==> src/rtl/mem_access_unit.sv <==
// mem_access_unit: memory-stage load/store engine.
// Takes the effective address and store data from execute, checks alignment,
// drives a valid/ready data-memory bus with byte lanes and byte enables, and
// returns sign/zero-extended load data. The pipeline is stalled while a bus
// transaction is outstanding.
module mem_access_unit #(
  parameter int unsigned TIMEOUT_CYCLES = 255
) (
  input  logic        clk,
  input  logic        rst,
  input  logic        ex_valid,
  input  logic        mem_read,
  input  logic        mem_write,
  input  logic [2:0]  func3,
  input  logic [31:0] addr,
  input  logic [31:0] store_data,
  output logic        dmem_req,
  output logic        dmem_we,
  output logic [31:0] dmem_addr,
  output logic [31:0] dmem_wdata,
  output logic [3:0]  dmem_be,
  input  logic        dmem_ready,
  input  logic [31:0] dmem_rdata,
  output logic [31:0] load_data,
  output logic        done,
  output logic        stall,
  output logic        align_fault,
  output logic        bus_error
);

  // Counter must be able to hold TIMEOUT_CYCLES itself.
  localparam int unsigned CNT_W = (TIMEOUT_CYCLES < 2) ? 1 : $clog2(TIMEOUT_CYCLES + 1);
  // Timeout fires on the REQ cycle in which the counter would reach TIMEOUT_CYCLES,
  // giving exactly TIMEOUT_CYCLES cycles of dmem_req without ready.
  localparam logic [CNT_W-1:0] CNT_LAST = CNT_W'(TIMEOUT_CYCLES - 1);

  typedef enum logic [1:0] {
    S_IDLE = 2'd0,
    S_REQ  = 2'd1,
    S_DONE = 2'd2
  } state_t;

  // Returns 1 when the access is an illegal width code or misaligned.
  function automatic logic access_fault(input logic st, input logic [2:0] f3, input logic [1:0] a);
    logic illegal;
    logic misaligned;
    if (st) begin
      illegal = f3[2] | (f3[1:0] == 2'b11);
    end else begin
      illegal = (f3 == 3'b011) | (f3 == 3'b110) | (f3 == 3'b111);
    end
    case (f3[1:0])
      2'b01:   misaligned = a[0];
      2'b10:   misaligned = (a != 2'b00);
      default: misaligned = 1'b0;
    endcase
    return illegal | misaligned;
  endfunction

  // Selects the addressed lane of the read word and extends it to 32 bits.
  function automatic logic [31:0] extend_load(input logic [2:0] f3, input logic [1:0] off,
                                              input logic [31:0] rd);
    logic [7:0]  b;
    logic [15:0] h;
    logic [31:0] res;
    b = rd[{off, 3'b000} +: 8];
    h = rd[{off[1], 4'b0000} +: 16];
    case (f3)
      3'b000:  res = {{24{b[7]}}, b};
      3'b001:  res = {{16{h[15]}}, h};
      3'b010:  res = rd;
      3'b100:  res = {24'd0, b};
      3'b101:  res = {16'd0, h};
      default: res = 32'd0;
    endcase
    return res;
  endfunction

  state_t           r_state;
  logic             r_req;
  logic             r_we;
  logic [31:0]      r_addr;
  logic [31:0]      r_wdata;
  logic [3:0]       r_be;
  logic [2:0]       r_func3;
  logic [1:0]       r_off;
  logic [CNT_W-1:0] r_cnt;
  logic [31:0]      r_load_data;
  logic             r_done;
  logic             r_align_fault;
  logic             r_bus_error;

  logic             w_acc;
  logic             w_is_store;
  logic             w_fault;
  logic [3:0]       w_be;
  logic [31:0]      w_wdata;

  // Acceptance, fault detection and store lane/byte-enable generation.
  always_comb begin
    w_acc      = ex_valid & (mem_read | mem_write) & (r_state == S_IDLE);
    w_is_store = mem_write;
    w_fault    = access_fault(w_is_store, func3, addr[1:0]);
    w_be       = 4'b1111;
    w_wdata    = 32'd0;
    if (w_is_store) begin
      case (func3[1:0])
        2'b00: begin
          w_be    = 4'b0001 << addr[1:0];
          w_wdata = {4{store_data[7:0]}};
        end
        2'b01: begin
          w_be    = addr[1] ? 4'b1100 : 4'b0011;
          w_wdata = {2{store_data[15:0]}};
        end
        default: begin
          w_be    = 4'b1111;
          w_wdata = store_data;
        end
      endcase
    end else begin
      w_be    = 4'b1111;
      w_wdata = 32'd0;
    end
  end

  // Transaction FSM with registered bus outputs and status pulses.
  always_ff @(posedge clk or posedge rst) begin
    if (rst) begin
      r_state       <= S_IDLE;
      r_req         <= 1'b0;
      r_we          <= 1'b0;
      r_addr        <= 32'd0;
      r_wdata       <= 32'd0;
      r_be          <= 4'd0;
      r_func3       <= 3'd0;
      r_off         <= 2'd0;
      r_cnt         <= '0;
      r_load_data   <= 32'd0;
      r_done        <= 1'b0;
      r_align_fault <= 1'b0;
      r_bus_error   <= 1'b0;
    end else begin
      r_done        <= 1'b0;
      r_align_fault <= 1'b0;
      r_bus_error   <= 1'b0;
      case (r_state)
        S_IDLE: begin
          if (w_acc) begin
            if (w_fault) begin
              r_align_fault <= 1'b1;
            end else begin
              r_req   <= 1'b1;
              r_we    <= w_is_store;
              r_addr  <= {addr[31:2], 2'b00};
              r_be    <= w_be;
              r_wdata <= w_wdata;
              r_func3 <= func3;
              r_off   <= addr[1:0];
              r_cnt   <= '0;
              r_state <= S_REQ;
            end
          end
        end
        S_REQ: begin
          if (dmem_ready) begin
            r_req       <= 1'b0;
            r_load_data <= r_we ? 32'd0 : extend_load(r_func3, r_off, dmem_rdata);
            r_done      <= 1'b1;
            r_state     <= S_DONE;
          end else if (r_cnt == CNT_LAST) begin
            r_req       <= 1'b0;
            r_load_data <= 32'd0;
            r_bus_error <= 1'b1;
            r_done      <= 1'b1;
            r_state     <= S_DONE;
          end else begin
            r_cnt <= r_cnt + CNT_W'(1);
          end
        end
        S_DONE: begin
          r_cnt   <= '0;
          r_state <= S_IDLE;
        end
        default: begin
          r_req   <= 1'b0;
          r_cnt   <= '0;
          r_state <= S_IDLE;
        end
      endcase
    end
  end

  assign stall       = (w_acc & ~w_fault) | (r_state == S_REQ);
  assign dmem_req    = r_req;
  assign dmem_we     = r_we;
  assign dmem_addr   = r_addr;
  assign dmem_wdata  = r_wdata;
  assign dmem_be     = r_be;
  assign load_data   = r_load_data;
  assign done        = r_done;
  assign align_fault = r_align_fault;
  assign bus_error   = r_bus_error;

endmodule

==> config.mk <==
export PLATFORM = sky130hd
export DESIGN_NAME = mem_access_unit
export DESIGN_NICKNAME = d
export VERILOG_FILES = /design/src/rtl/mem_access_unit.sv
export SDC_FILE = /design/constraint.sdc
export NUM_CORES = 1
export LEC_CHECK = 0
export CELL_PAD_IN_SITES_DETAIL_PLACEMENT = 1
export CELL_PAD_IN_SITES_GLOBAL_PLACEMENT = 1
export CORE_ASPECT_RATIO = 1.25
export CORE_UTILIZATION = 52
export CTS_BUF_LIST = sky130_fd_sc_hd__clkbuf_8 sky130_fd_sc_hd__clkbuf_16
export DETAILED_ROUTE_END_ITERATION = 12
export DONT_BUFFER_PORTS = 1
export HOLD_SLACK_MARGIN = 0.1
export PLACE_DENSITY_LB_ADDON = 0.2
export SYNTH_ARGS = -nofsm -noshare
export SYNTH_HDL_FRONTEND = slang
export SYNTH_SLANG_ARGS = --single-unit
==> constraint.sdc <==
create_clock -name clk -period 7.5 [get_ports clk]
set_input_delay 0.75 -clock clk [delete_from_list [all_inputs] [get_ports clk]]
set_output_delay 0.75 -clock clk [all_outputs]
set_load 0.03 [all_outputs]
==> metrics.md <==
| Metric | Value |
|---|---|
| Outcome | `completed` |
| Final critical-path setup slack | `approximately 4600 ps` |
| Overall overflow remaining after global route | `0` |
| IO Count | `between 200 and 250` |
| Setup crit start kind | `input pin` |
| Sinks on Clock Net | `~120` |
| Static leakage | `3.038 nW` |
| Worst min-delay path class | `input pin to async pin` |
| Multiplexer fraction of the synthesized cell area | `0.1709` |
| Half-perimeter wire length after detailed placement | `between 10 and 15 mm` |
| FMAX | `342.4 MHz` |
| Via/cell ratio | `~6.4` |
| Master of the slowest instance on the critical path | `ha_1` |
| Routed wire length | `around 15 mm` |
| Fraction of the mapped netlist area in adder cells | `0.01264` |
| Post-synthesis sequential area ratio | `0.4973` |
| Number of global-route vias before repair | `about 4400` |
| Root cell of the clock tree | `clkbuf_16` |
| XOR/XNOR Fraction of Synth Area | `0` |
| Count of unique library cells instantiated by Yosys | `approximately 50` |
| CTS tree | `built` |
| DRT iter0 DRCs | `between 100 and 150` |
| Register bit total from synthesis | `between 100 and 150` |
| Post-CTS setup-driven buffer insertion count | `0` |
| Share of cells above drive strength 1 | `0.1442` |
| Transition at the pin with the smallest max-transition slack | `just over 1000 ps` |
| Maximum fanout along the worst path | `15` |
| Final critical-path share of the clock period | `0.3894` |
| Wire length per cell after detailed routing | `22.60 um` |
| Layout net count | `roughly 600` |
| Worst vdd ir | `0.2109 mV` |
| Number of placement rows | `43` |
| Longest Clk Path Bufs | `2` |
| Count of H-tree levels built during CTS | `4` |
| Number of enable-type register cells in the synthesized netlist | `0` |
| Total placed cells including tap cells | `about 620` |
| Number of port buffers | `0` |
| WP data required | `6750 ps` |
| Mean cell area of the mapped netlist | `around 11 um^2` |
| Post-synthesis cell count | `between 500 and 600` |
| Async set-or-reset flop fraction in the synthesized netlist | `1.000` |
| Maximum number of pins on one net before global-route repair | `between 70 and 80` |
| Total power draw | `2.553 mW` |
| Crit path capture type | `primary output` |
| First-pass GRT wire length | `between 20 and 25 mm` |
| Setup total negative slack | `0 ps` |
| Initial antenna violation count | `0` |
| Initial core utilization | `0.5358` |
| Post-cts sizing count | `0` |
| Most frequently used flop master after synthesis | `dfrtp_1` |
| Final Max Slew Viols | `0` |
| CTS clk-pin slew, worst paths | `around 50 ps` |
| Cell Pwr Density | `approximately 390 nW/um^2` |
| Remaining design rule violation count | `0` |
| Final ANT Viol Nets | `0` |
| Growth of design area from synthesis to finish | `9.081%` |
| Via Count | `between 4000 and 5000` |
| Final setup violation count | `0` |
| Post-Synth Simple-Gate Area | `0.1081` |
| Worst relative slew slack | `0.3292` |
| Cell breakdown of the critical path | `inv_1, ha_1, o211ai_1, nand4b_1, nor4_4, or2_1` |
| Synthesis Warnings | `0` |
| Fraction of synthesized cell area taken by the top area cell type | `0.4973` |
| Routability Congestion | `about 0.78` |
| Die footprint | `~12000 um^2` |
| Number of diodes | `0` |
| CTS buffer count | `17` |
| Category of cells accounting for the largest share of critical-path delay | `simple AND/OR/NAND/NOR gates` |
| RSZ-0062 raised after global routing | `false` |
| Count of endpoints failing hold in the final timing report | `0` |
| Critical path's largest stage delay | `about 360 ps` |
| Max capacitance violation total | `0` |
| Arrival time at the worst endpoint | `between 2000 and 2500 ps` |
| First-pass iteration count of the detailed router | `4` |
| Total global routing track utilization | `0.2574` |
| Critical path buffer and inverter count | `1` |
| Clock latency on the worst-skew pair | `roughly 410 ps` |
| Area contributors post-synth | `dfrtp_1 50%, mux2_1 8.2%, mux2_2 6.1%` |
| Horiz. Die Dim | `slightly below 100 um` |
| Pre-CTS setup slack | `between 4000 and 5000 ps` |
| Combinational family with the most area after synthesis | `multiplexers` |
| Final worst clock skew | `just over 6 ps` |
| Height of the chip | `121.5 um` |
| Tmin final | `~2900 ps` |
| Final cell count without fillers | `around 660` |
| Placeable core region | `around 11000 um^2` |
| Post-Synthesis Cell Area | `around 5900 um^2` |
| Cell taking the most area after synthesis | `dfrtp_1` |
| Number of buffers added to fix hold violations after cts | `0` |
| Synthesized-area fraction occupied by ao, oa, aoi and oai cells | `0.1641` |
| Critical path class | `input pin to primary output` |
## synth_stat cells, types with 2 or more instances
cell,number
nand3b_1,6
a22oi_1,25
o311a_1,3
mux2_2,32
nand2b_1,5
nand2_1,43
and3_1,2
nor4_1,6
o21ai_0,10
a22o_1,2
nand4b_1,3
buf_6,5
a221o_1,6
o211ai_1,2
o21ai_1,2
buf_2,10
nor2b_1,21
a21oi_1,10
buf_4,4
mux2_1,43
ha_1,6
nand3_1,16
nor4b_1,2
a21o_1,26
clkbuf_1,21
dfrtp_1,118
mux2i_1,17
a21boi_0,10
a211o_1,6
o211a_1,2
nor2_1,6
inv_1,16
a31oi_1,22
## registers in the layout, summed over array words and instances (netlist names)
register	cells
dmem_be	4
done	1
r_func3	3
dmem_we	1
dmem_req	1
dmem_wdata	32
bus_error	1
dmem_addr	30
r_state	2
r_cnt	8
load_data	32
r_off	2
align_fault	1
## report_power, final
group	switching [mW]	total [mW]	internal (mW)
clock network	0.316	0.745	0.429
registers	0.571	1.40	0.833
logic	0.199	0.405	0.206
## final timing paths
| check | start | slack, ps | cells after the start | end |
|---|---|---|---|---|
| setup / recovery | func3[1] | 4580 | 6 | stall |
| hold / removal | rst | 330 | 1 | done |
| setup reg to reg | r_off[1] | 4910 | 4 | load_data[10] |
| hold reg to reg | r_cnt[7] | 580 | 1 | r_cnt[7] |
| max in group asynchronous | rst | 5890 | 2 | dmem_wdata[1] |
| min in group clk | dmem_ready | 420 | 1 | bus_error |
## layout make-up
| type | instances | area, um^2 |
|---|---|---|
| multi-input cells | 351 | 2723 |
| clock inverters | 15 | 122.6 |
| inverters | 16 | 62.56 |
| clock buffers | 17 | 425.4 |
| flip-flops and latches | 118 | 2953 |
| repair buffers | 3 | 22.52 |
| fillers | 1136 | 4606 |
| well taps | 135 | 168.9 |
## cell families (layout without fill, tap and decap cells)
group | after synthesis | in the layout
and+or+nand+nor | 118 | 118
muxes | 92 | 92
adders and majority gates | 6 | 6
buffers and inverters | 56 | 51
AOI/OAI and AO/OA | 133 | 133
other | 1 | 2
DFF | 118 | 118
## layout by cell type (no fill, tap or decap), drive strengths merged, types with 3 or more instances in the layout
cell type,instances
a21oi,10
dfrtp,118
a21boi,10
nor4,7
a22oi,26
clkbuf,17
nand2b,5
nor2,6
a31oi,22
clkinv,6
nand3b,6
a221o,6
a211o,6
buf,3
mux2,75
o21ai,12
o311a,3
a21o,26
mux2i,17
nand4b,3
inv,22
clkinvlp,3
ha,6
nand3,16
nand2,44
nor2b,21
## routing by layer
metal  global-route usage  vias up  share of wire  wire [um]
li1                     -     1879              -          -
met1               0.2822     2105           0.37       5547
met2               0.4323      174           0.51       7528
met3               0.1118       26          0.093       1373
met4               0.1140        0          0.024        357
met5                    0        -              0          0
## per-stage QoR
| step | hold slack (ps) | area (um^2) | utilization |
|---|---|---|---|
| floorplan | 517.5 | 5942 | - |
| global placement | 535.1 | 5929 | 0.5350 |
| detailed placement | 559.8 | 5929 | 0.5350 |
| CTS | 342.8 | 6477 | 0.5844 |
| global route | 374.1 | 6477 | 0.5844 |
| finish | 328.3 | 6477 | 0.5844 |
No activity file was read; power rests on OpenSTA's default activity.
